<file path="config.mk">
export PLATFORM = sky130hd
export DESIGN_NAME = dac_spi_serializer
export DESIGN_NICKNAME = d
export VERILOG_FILES = /design/src/rtl/dac_spi_serializer.sv
export SDC_FILE = /design/constraint.sdc
export NUM_CORES = 1
export LEC_CHECK = 0
export CAP_MARGIN = 20
export CELL_PAD_IN_SITES_DETAIL_PLACEMENT = 0
export CELL_PAD_IN_SITES_GLOBAL_PLACEMENT = 1
export CORE_UTILIZATION = 30
export CTS_CLUSTER_SIZE = 10
export DETAILED_ROUTE_END_ITERATION = 8
export HOLD_SLACK_MARGIN = 0.06
export PLACE_DENSITY_LB_ADDON = 0.1
export SYNTH_ARGS = -nofsm -noshare
export SYNTH_HDL_FRONTEND = slang
export SYNTH_SLANG_ARGS = --single-unit
</file>
<file path="constraint.sdc">
create_clock -name Clk -period 2 [get_ports Clk]
set_clock_uncertainty 0.1 [all_clocks]
set_input_delay 0.4 -clock Clk [delete_from_list [all_inputs] [get_ports Clk]]
set_output_delay 0.4 -clock Clk [all_outputs]
set_load 0.05 [all_outputs]
</file>
<file path="src/rtl/dac_spi_serializer.sv">
// Serializes 8-bit waveform samples into 16-bit MCP4921-style SPI write frames.
// Optional macro DAC_SPI_LDAC_EN adds an ldac_n strobe that pulses low during the deselect gap.
module dac_spi_serializer #(
    parameter int         CLK_DIV  = 2,
    parameter int         DATA_W   = 8,
    parameter int         DAC_W    = 12,
    parameter logic [3:0] CMD_BITS = 4'b0011
) (
    input  logic              Clk,
    input  logic              rst,
    input  logic [DATA_W-1:0] sample_in,
    input  logic              sample_valid,
    output logic              sample_ready,
    output logic              cs_n,
    output logic              sclk,
    output logic              mosi,
    output logic              busy,
`ifdef DAC_SPI_LDAC_EN
    output logic              ldac_n,
`endif
    output logic              frame_done
);

    localparam int FRAME_W = 4 + DAC_W;
    localparam int BIT_W   = $clog2(FRAME_W);
    localparam int CNT_W   = (CLK_DIV > 1) ? $clog2(CLK_DIV) : 1;

    typedef enum logic [2:0] {IDLE, SETUP, SHIFT, HOLD, GAP} state_t;

    state_t             state_reg;
    logic [CNT_W-1:0]   div_cnt_reg;
    logic [BIT_W-1:0]   bit_cnt_reg;
    // Holds only the bits still to be sent; the MSB goes straight to mosi on accept.
    logic [FRAME_W-2:0] shift_reg;
    logic [FRAME_W-1:0] frame_word;
    logic               accept;
    logic               div_last;

    assign frame_word = {CMD_BITS, DAC_W'(sample_in) << (DAC_W - DATA_W)};
    assign accept     = sample_valid & sample_ready;
    assign div_last   = (div_cnt_reg == CNT_W'(CLK_DIV - 1));

    always_ff @(posedge Clk) begin
        if (rst) begin
            state_reg    <= IDLE;
            div_cnt_reg  <= '0;
            bit_cnt_reg  <= '0;
            shift_reg    <= '0;
            sample_ready <= 1'b0;
            cs_n         <= 1'b1;
            sclk         <= 1'b0;
            mosi         <= 1'b0;
            busy         <= 1'b0;
            frame_done   <= 1'b0;
`ifdef DAC_SPI_LDAC_EN
            ldac_n       <= 1'b1;
`endif
        end else begin
            frame_done <= 1'b0;
            case (state_reg)
                IDLE: begin
                    sample_ready <= 1'b1;
                    if (accept) begin
                        shift_reg    <= frame_word[FRAME_W-2:0];
                        mosi         <= frame_word[FRAME_W-1];
                        cs_n         <= 1'b0;
                        busy         <= 1'b1;
                        sample_ready <= 1'b0;
                        div_cnt_reg  <= '0;
                        bit_cnt_reg  <= '0;
                        state_reg    <= SETUP;
                    end
                end
                SETUP: begin
                    if (div_last) begin
                        div_cnt_reg <= '0;
                        sclk        <= 1'b1;
                        state_reg   <= SHIFT;
                    end else begin
                        div_cnt_reg <= div_cnt_reg + 1'b1;
                    end
                end
                SHIFT: begin
                    if (!div_last) begin
                        div_cnt_reg <= div_cnt_reg + 1'b1;
                    end else begin
                        div_cnt_reg <= '0;
                        if (sclk) begin
                            // Falling edge: present the next bit for the following rising edge.
                            sclk      <= 1'b0;
                            mosi      <= shift_reg[FRAME_W-2];
                            shift_reg <= {shift_reg[FRAME_W-3:0], 1'b0};
                        end else if (bit_cnt_reg == BIT_W'(FRAME_W - 1)) begin
                            state_reg <= HOLD;
                        end else begin
                            sclk        <= 1'b1;
                            bit_cnt_reg <= bit_cnt_reg + 1'b1;
                        end
                    end
                end
                HOLD: begin
                    if (div_last) begin
                        div_cnt_reg <= '0;
                        cs_n        <= 1'b1;
                        mosi        <= 1'b0;
                        frame_done  <= 1'b1;
                        state_reg   <= GAP;
`ifdef DAC_SPI_LDAC_EN
                        ldac_n      <= 1'b0;
`endif
                    end else begin
                        div_cnt_reg <= div_cnt_reg + 1'b1;
                    end
                end
                GAP: begin
                    if (div_last) begin
                        div_cnt_reg  <= '0;
                        busy         <= 1'b0;
                        sample_ready <= 1'b1;
                        state_reg    <= IDLE;
`ifdef DAC_SPI_LDAC_EN
                        ldac_n       <= 1'b1;
`endif
                    end else begin
                        div_cnt_reg <= div_cnt_reg + 1'b1;
                    end
                end
                default: state_reg <= IDLE;
            endcase
        end
    end

endmodule

</file>
Word-level counts from Yosys, hierarchy flattened

Index checks and enable logic that the tools add are counted.

Multiply operators: 0
Bitwise gates (word level): 2
$lt $le $gt $ge: 0
Divide/modulo/power cells: 0
Reductions and logical operators: 18
Shift-type cells: 0
Add/sub/neg operators: 2
Eq/ne operators: 14
Mux-type cells: 35

Operators by type and width:

| kind                                           | number |
|---|---|
| two-way mux 15 bit                             | 3 |
| one-hot mux 15 bit (2 select lines)            | 1 |
| two-way mux 3 bit                              | 7 |
| inequality test 2 bit (second input constant)  | 9 |
| two-way mux 4 bit                              | 4 |
| one-hot mux 3 bit (5 select lines)             | 1 |
| two-way mux 1 bit                              | 12 |
| one-hot mux 1 bit (2 select lines)             | 5 |
| AND reduction 5 bit                            | 2 |
| nonzero test 2 bit                             | 5 |
| AND reduction 3 bit                            | 3 |
| one-hot mux 4 bit (2 select lines)             | 1 |
| AND reduction 7 bit                            | 1 |
| == test 3 x 2 -> 1 bit (second input constant) | 2 |
| adder 4 x 1 -> 4 bit (second input constant)   | 1 |
| == test 4 bit (second input constant)          | 1 |
| AND reduction 2 bit                            | 2 |
| AND reduction 4 bit                            | 1 |
| OR reduction 4 bit                             | 1 |
| == test 3 x 1 -> 1 bit (second input constant) | 1 |
| == test 3 bit (second input constant)          | 1 |
| logical NOT 3 bit                              | 1 |
| one-hot mux 1 bit (3 select lines)             | 1 |
| nonzero test 3 bit                             | 1 |
| other kinds (4)                                | 4 |

Output and inout bits: 6
Bits in latches: 0
Bits in writable memories: 0
Memories: 0
Word-level logic and storage cells: 81
Register bits after elaboration: 29
Bits in read-only memories: 0
Input bits: 11

Depth between registers and ports, before layout

Word-level depth: 5
Mapped depth: 6
Depth with buffers taken out: 5

Worst setup path after synthesis

OpenSTA, ideal clock, no wires.

Path kind: register -> register
Start: reg sclk
End: reg shift_reg[10]
Cell stages (with the launch flop): 6
Required time: 1821 ps
Library setup time: 79 ps
Buffers on the path: 1
Data arrival time: 1677 ps
Period minus slack after synthesis: 1856 ps
Setup slack: 144 ps
Cell sequence: dfxtp_1 -> nand3_2 -> a211oi_4 -> buf_6 -> nor2_2 -> a211oi_2

Longest elaborated chain between the ends: 2

Ends and longest elaborated chain:

| item                                   | line | source |
|---|---|---|
| from (decl)                            | 15   | `output logic sclk,` |
| from (signal assigned)                 | 51   | `sclk <= 1'b0;` |
| from (signal assigned)                 | 77   | `sclk <= 1'b1;` |
| from (signal assigned)                 | 90   | `sclk <= 1'b0;` |
| inequality test 2 bit (no source line) | n/a  |  |
| AND reduction 4 bit (no source line)   | n/a  |  |
| to (signal assigned)                   | 64   | `shift_reg <= frame_word[FRAME_W-2:0];` |
| to (signal assigned)                   | 92   | `shift_reg <= {shift_reg[FRAME_W-3:0], 1'b0};` |
| to (decl)                              | 34   | `logic [FRAME_W-2:0] shift_reg;` |

Every way passes these cells.
A chain may end at the register's enable or synchronous reset.

Final worst setup path

Start: reg mosi
End: out mosi

RTL lines:

| item                   | line | source |
|---|---|---|
| from (decl)            | 16   | `output logic mosi,` |
| from (signal assigned) | 65   | `mosi <= frame_word[FRAME_W-1];` |
| from (signal assigned) | 91   | `mosi <= shift_reg[FRAME_W-2];` |

No word-level cell between the ends.

==> flow_metrics.py <==
metrics = {
    "outcome": {
        "status": "completed",
    },
    "sta": {
        "tightest_slew_ns": 0.496,
        "layout_setup_ws_ns": 0.0995,
        "rsz0062_at_grt": "false",
        "fmax_mhz": 526,
        "period_share_pct": 95.0,
        "slew_violations": 0,
        "fin_tns_setup_ns": 0,
        "relSlewSlack_pct": 66.8,
        "finalSetupViolCount": 0,
        "period_minus_slack_ns": 1.90,
        "finalHoldViolations": 0,
    },
    "yosys": {
        "synth_edf_count": 0,
        "avgSynthCellArea_um2": 8.94,
        "synth_seq_cells": 25,
        "synth_warnings": 0,
        "synth_area_um2": 1220,
        "netlist_instances": 137,
        "synthArstFlopShare_pct": 0,
        "ys_seq_area_share_pct": 40.9,
        "syn-num-nets": 149,
        "yosysUniqueCellTypes": 44,
        "synth_ff_type": "dfxtp_1",
    },
    "drt": {
        "drt-total-wl_mm": 2.81,
        "viasPerCell": 5.13,
        "wl_met1_mm": 1.35,
        "drt_pass1_iterations": 4,
        "vias": 1062,
        "routed.top_layer": "met4",
        "dr_wl_met3_um": 91,
        "met2_length_mm": 1.31,
        "wl_per_cell_um": 13.6,
        "drtAntennaViolNets": 0,
        "drt-initial-drc-count": 146,
        "route.detailed.drc": 0,
    },
    "die": {
        "die_y_um": 65.9,
        "die_w_um": 65.9,
        "rows": 22,
        "coreArea_um2": 3800,
        "io_pins": 17,
        "die_area_um2": 4340,
        "start_util_pct": 32.2,
    },
    "clock_tree": {
        "cts_max_level": 1,
        "cts_root_buf": "clkbuf_8",
        "ctsHoldBuffers": 0,
        "cts_tree": "done",
        "cts_resized": 0,
        "clock_sinks": 25,
        "worstSkewPairLatency_ns": 0.27,
        "post_cts_buffers": 0,
        "cts_buffer_depth": 2,
        "cts-buffers-inserted": 3,
        "clk_pin_slew_ns": 0.09,
    },
    "power": {
        "peakVddDrop_mv": 0.229,
        "power_uw": 1070,
        "p_per_area_nw_per_um2": 703,
        "p_leak_uw": 0.000546,
    },
    "worst_setup_path": {
        "cp_data_arrival_time_ns": 1.40,
        "crit_required_ns": 1.50,
        "slowest_delay_ns": 0.80,
        "crit_type": "flop to primary output",
        "path_buf_inv": 1,
        "cp-start-kind": "flop",
        "crit_path_max_fanout": 2,
        "slowest_stage": "clkdlybuf4s50_1",
        "setup.worst_path.end_class": "primary output",
        "critPathTopFamily": "buffers and inverters",
        "path_cells": "clkdlybuf4s50_1",
    },
    "placed_design": {
        "place_hpwl_mm": 1.98,
        "gp_congestion": 0.723,
        "placed_area_um2": 1480,
        "io_buffers": 16,
        "pre_cts_ws_ns": 0.00702,
        "dp.cells": 203,
    },
    "layout": {
        "multi_input_comb_area_um2": 648,
        "insertedDiodeCount": 0,
        "syn2layout_area_growth_pct": 24.8,
        "largest_register_ffs": 11,
        "final_cell_area_um2": 1530,
        "final-seq-area_um2": 500,
        "final_cells": 207,
        "nFillCells": 399,
        "drive_gt1_share_pct": 15.7,
        "fin_nets": 172,
    },
    "global_route": {
        "grt_max_degree": 19,
        "grt_usage_pct": 15.3,
        "grt_pass1_wl_mm": 5.03,
        "grt-ovfl-total": 0,
        "grt_pass1_vias": 1053,
        "grt_antenna_before_repair": 0,
    },
    "flow_run": {
        "maxCapViolCount": 0,
    },
    "hold_path": {
        "worst_hold_path_type": "flop to flop",
    },
}
[worst min-delay path, stage by stage, from the launching register on]
cell,delay [ns]
dfxtp_1,0.32
nand2b_1,0.06
a21oi_1,0.05
[report_power, final]
part	switching, µW	total [µW]	internal [µW]
combinational	109	209	99.1
clock	162	304	143
sequential	33.9	562	528
total	305	1070	770
[final timing paths]
kind                                       end  cells after the start         start  slack, ns
worst max register to register  bit_cnt_reg[2]                      4  state_reg[1]       0.22
worst min register to register    shift_reg[4]                      2  shift_reg[4]       0.37
worst max-delay path                      mosi                      1          mosi        0.1
worst min-delay path              shift_reg[4]                      2  shift_reg[4]       0.37
[placed cells by master (no fill, tap or decap), types with 4 or more instances in the layout]
master	synthesis	layout
nor3_1	4	4
inv_1	6	6
buf_4	1	15
a21oi_1	8	8
nand3_1	4	4
a31oi_1	4	4
mux2i_1	9	9
dfxtp_1	25	25
nand2b_1	4	4
nor2_1	16	16
nand2_1	5	5
a211oi_1	7	7
clkdlybuf4s50_1	0	12
[per-stage QoR]
step	util (%)	hold slack [ns]
2_1_floorplan	-	0.346
3_3_place_gp	39.1	0.370
3_5_place_dp	39.1	0.367
4_1_cts	40.3	0.383
5_1_grt	40.3	0.407
6_report	40.3	0.375
[per-layer routing]
metal | up-vias | track usage, %
met1 | 499 | 19.9
met4 | 0 | 8.15
met5 | - | 0
met3 | 4 | 2.41
met2 | 16 | 24.1
li1 | 543 | -
[cells by family (layout without fill, tap and decap cells)]
group	Yosys count	after routing	share of synthesized area, %
buffers and inverters	16	38	6.23
AND/OR/NAND/NOR	50	50	22.6
multiplexers	9	9	7.35
AO/OA/AOI/OAI	35	35	21.2
XOR/XNOR	1	1	0.715
flip-flops	25	25	40.9
adder cells (fa/ha/maj)	1	1	1.02
[synth_stat cells, types with 2 or more instances]
cell type,count,share of area (%)
a2111oi_0,2,1.4
a211oi_1,7,4.3
a21oi_1,8,3.3
a31oi_1,4,2.0
buf_2,4,1.6
clkbuf_1,3,0.92
dfxtp_1,25,41
inv_1,6,1.8
mux2i_1,9,7.4
nand2_1,5,1.5
nand2b_1,4,2.0
nand3_1,4,1.6
nand3b_1,2,1.2
nor2_1,16,4.9
nor3_1,4,1.6
nor3_2,2,1.6
o21ai_0,3,1.2
o32ai_1,2,1.4
or3_1,2,1.0
[layout make-up]
| class | instances | area share, % |
|---|---|---|
| Timing Repair Buffer | 28 | 16.5 |
| Sequential cell | 25 | 32.7 |
| Clock buffer | 4 | 2.95 |
| Tap cell | 48 | 3.93 |
| Inverter | 6 | 1.47 |
| Multi-Input combinational cell | 96 | 42.4 |
Note: power is estimated with default switching activity, not from simulation.
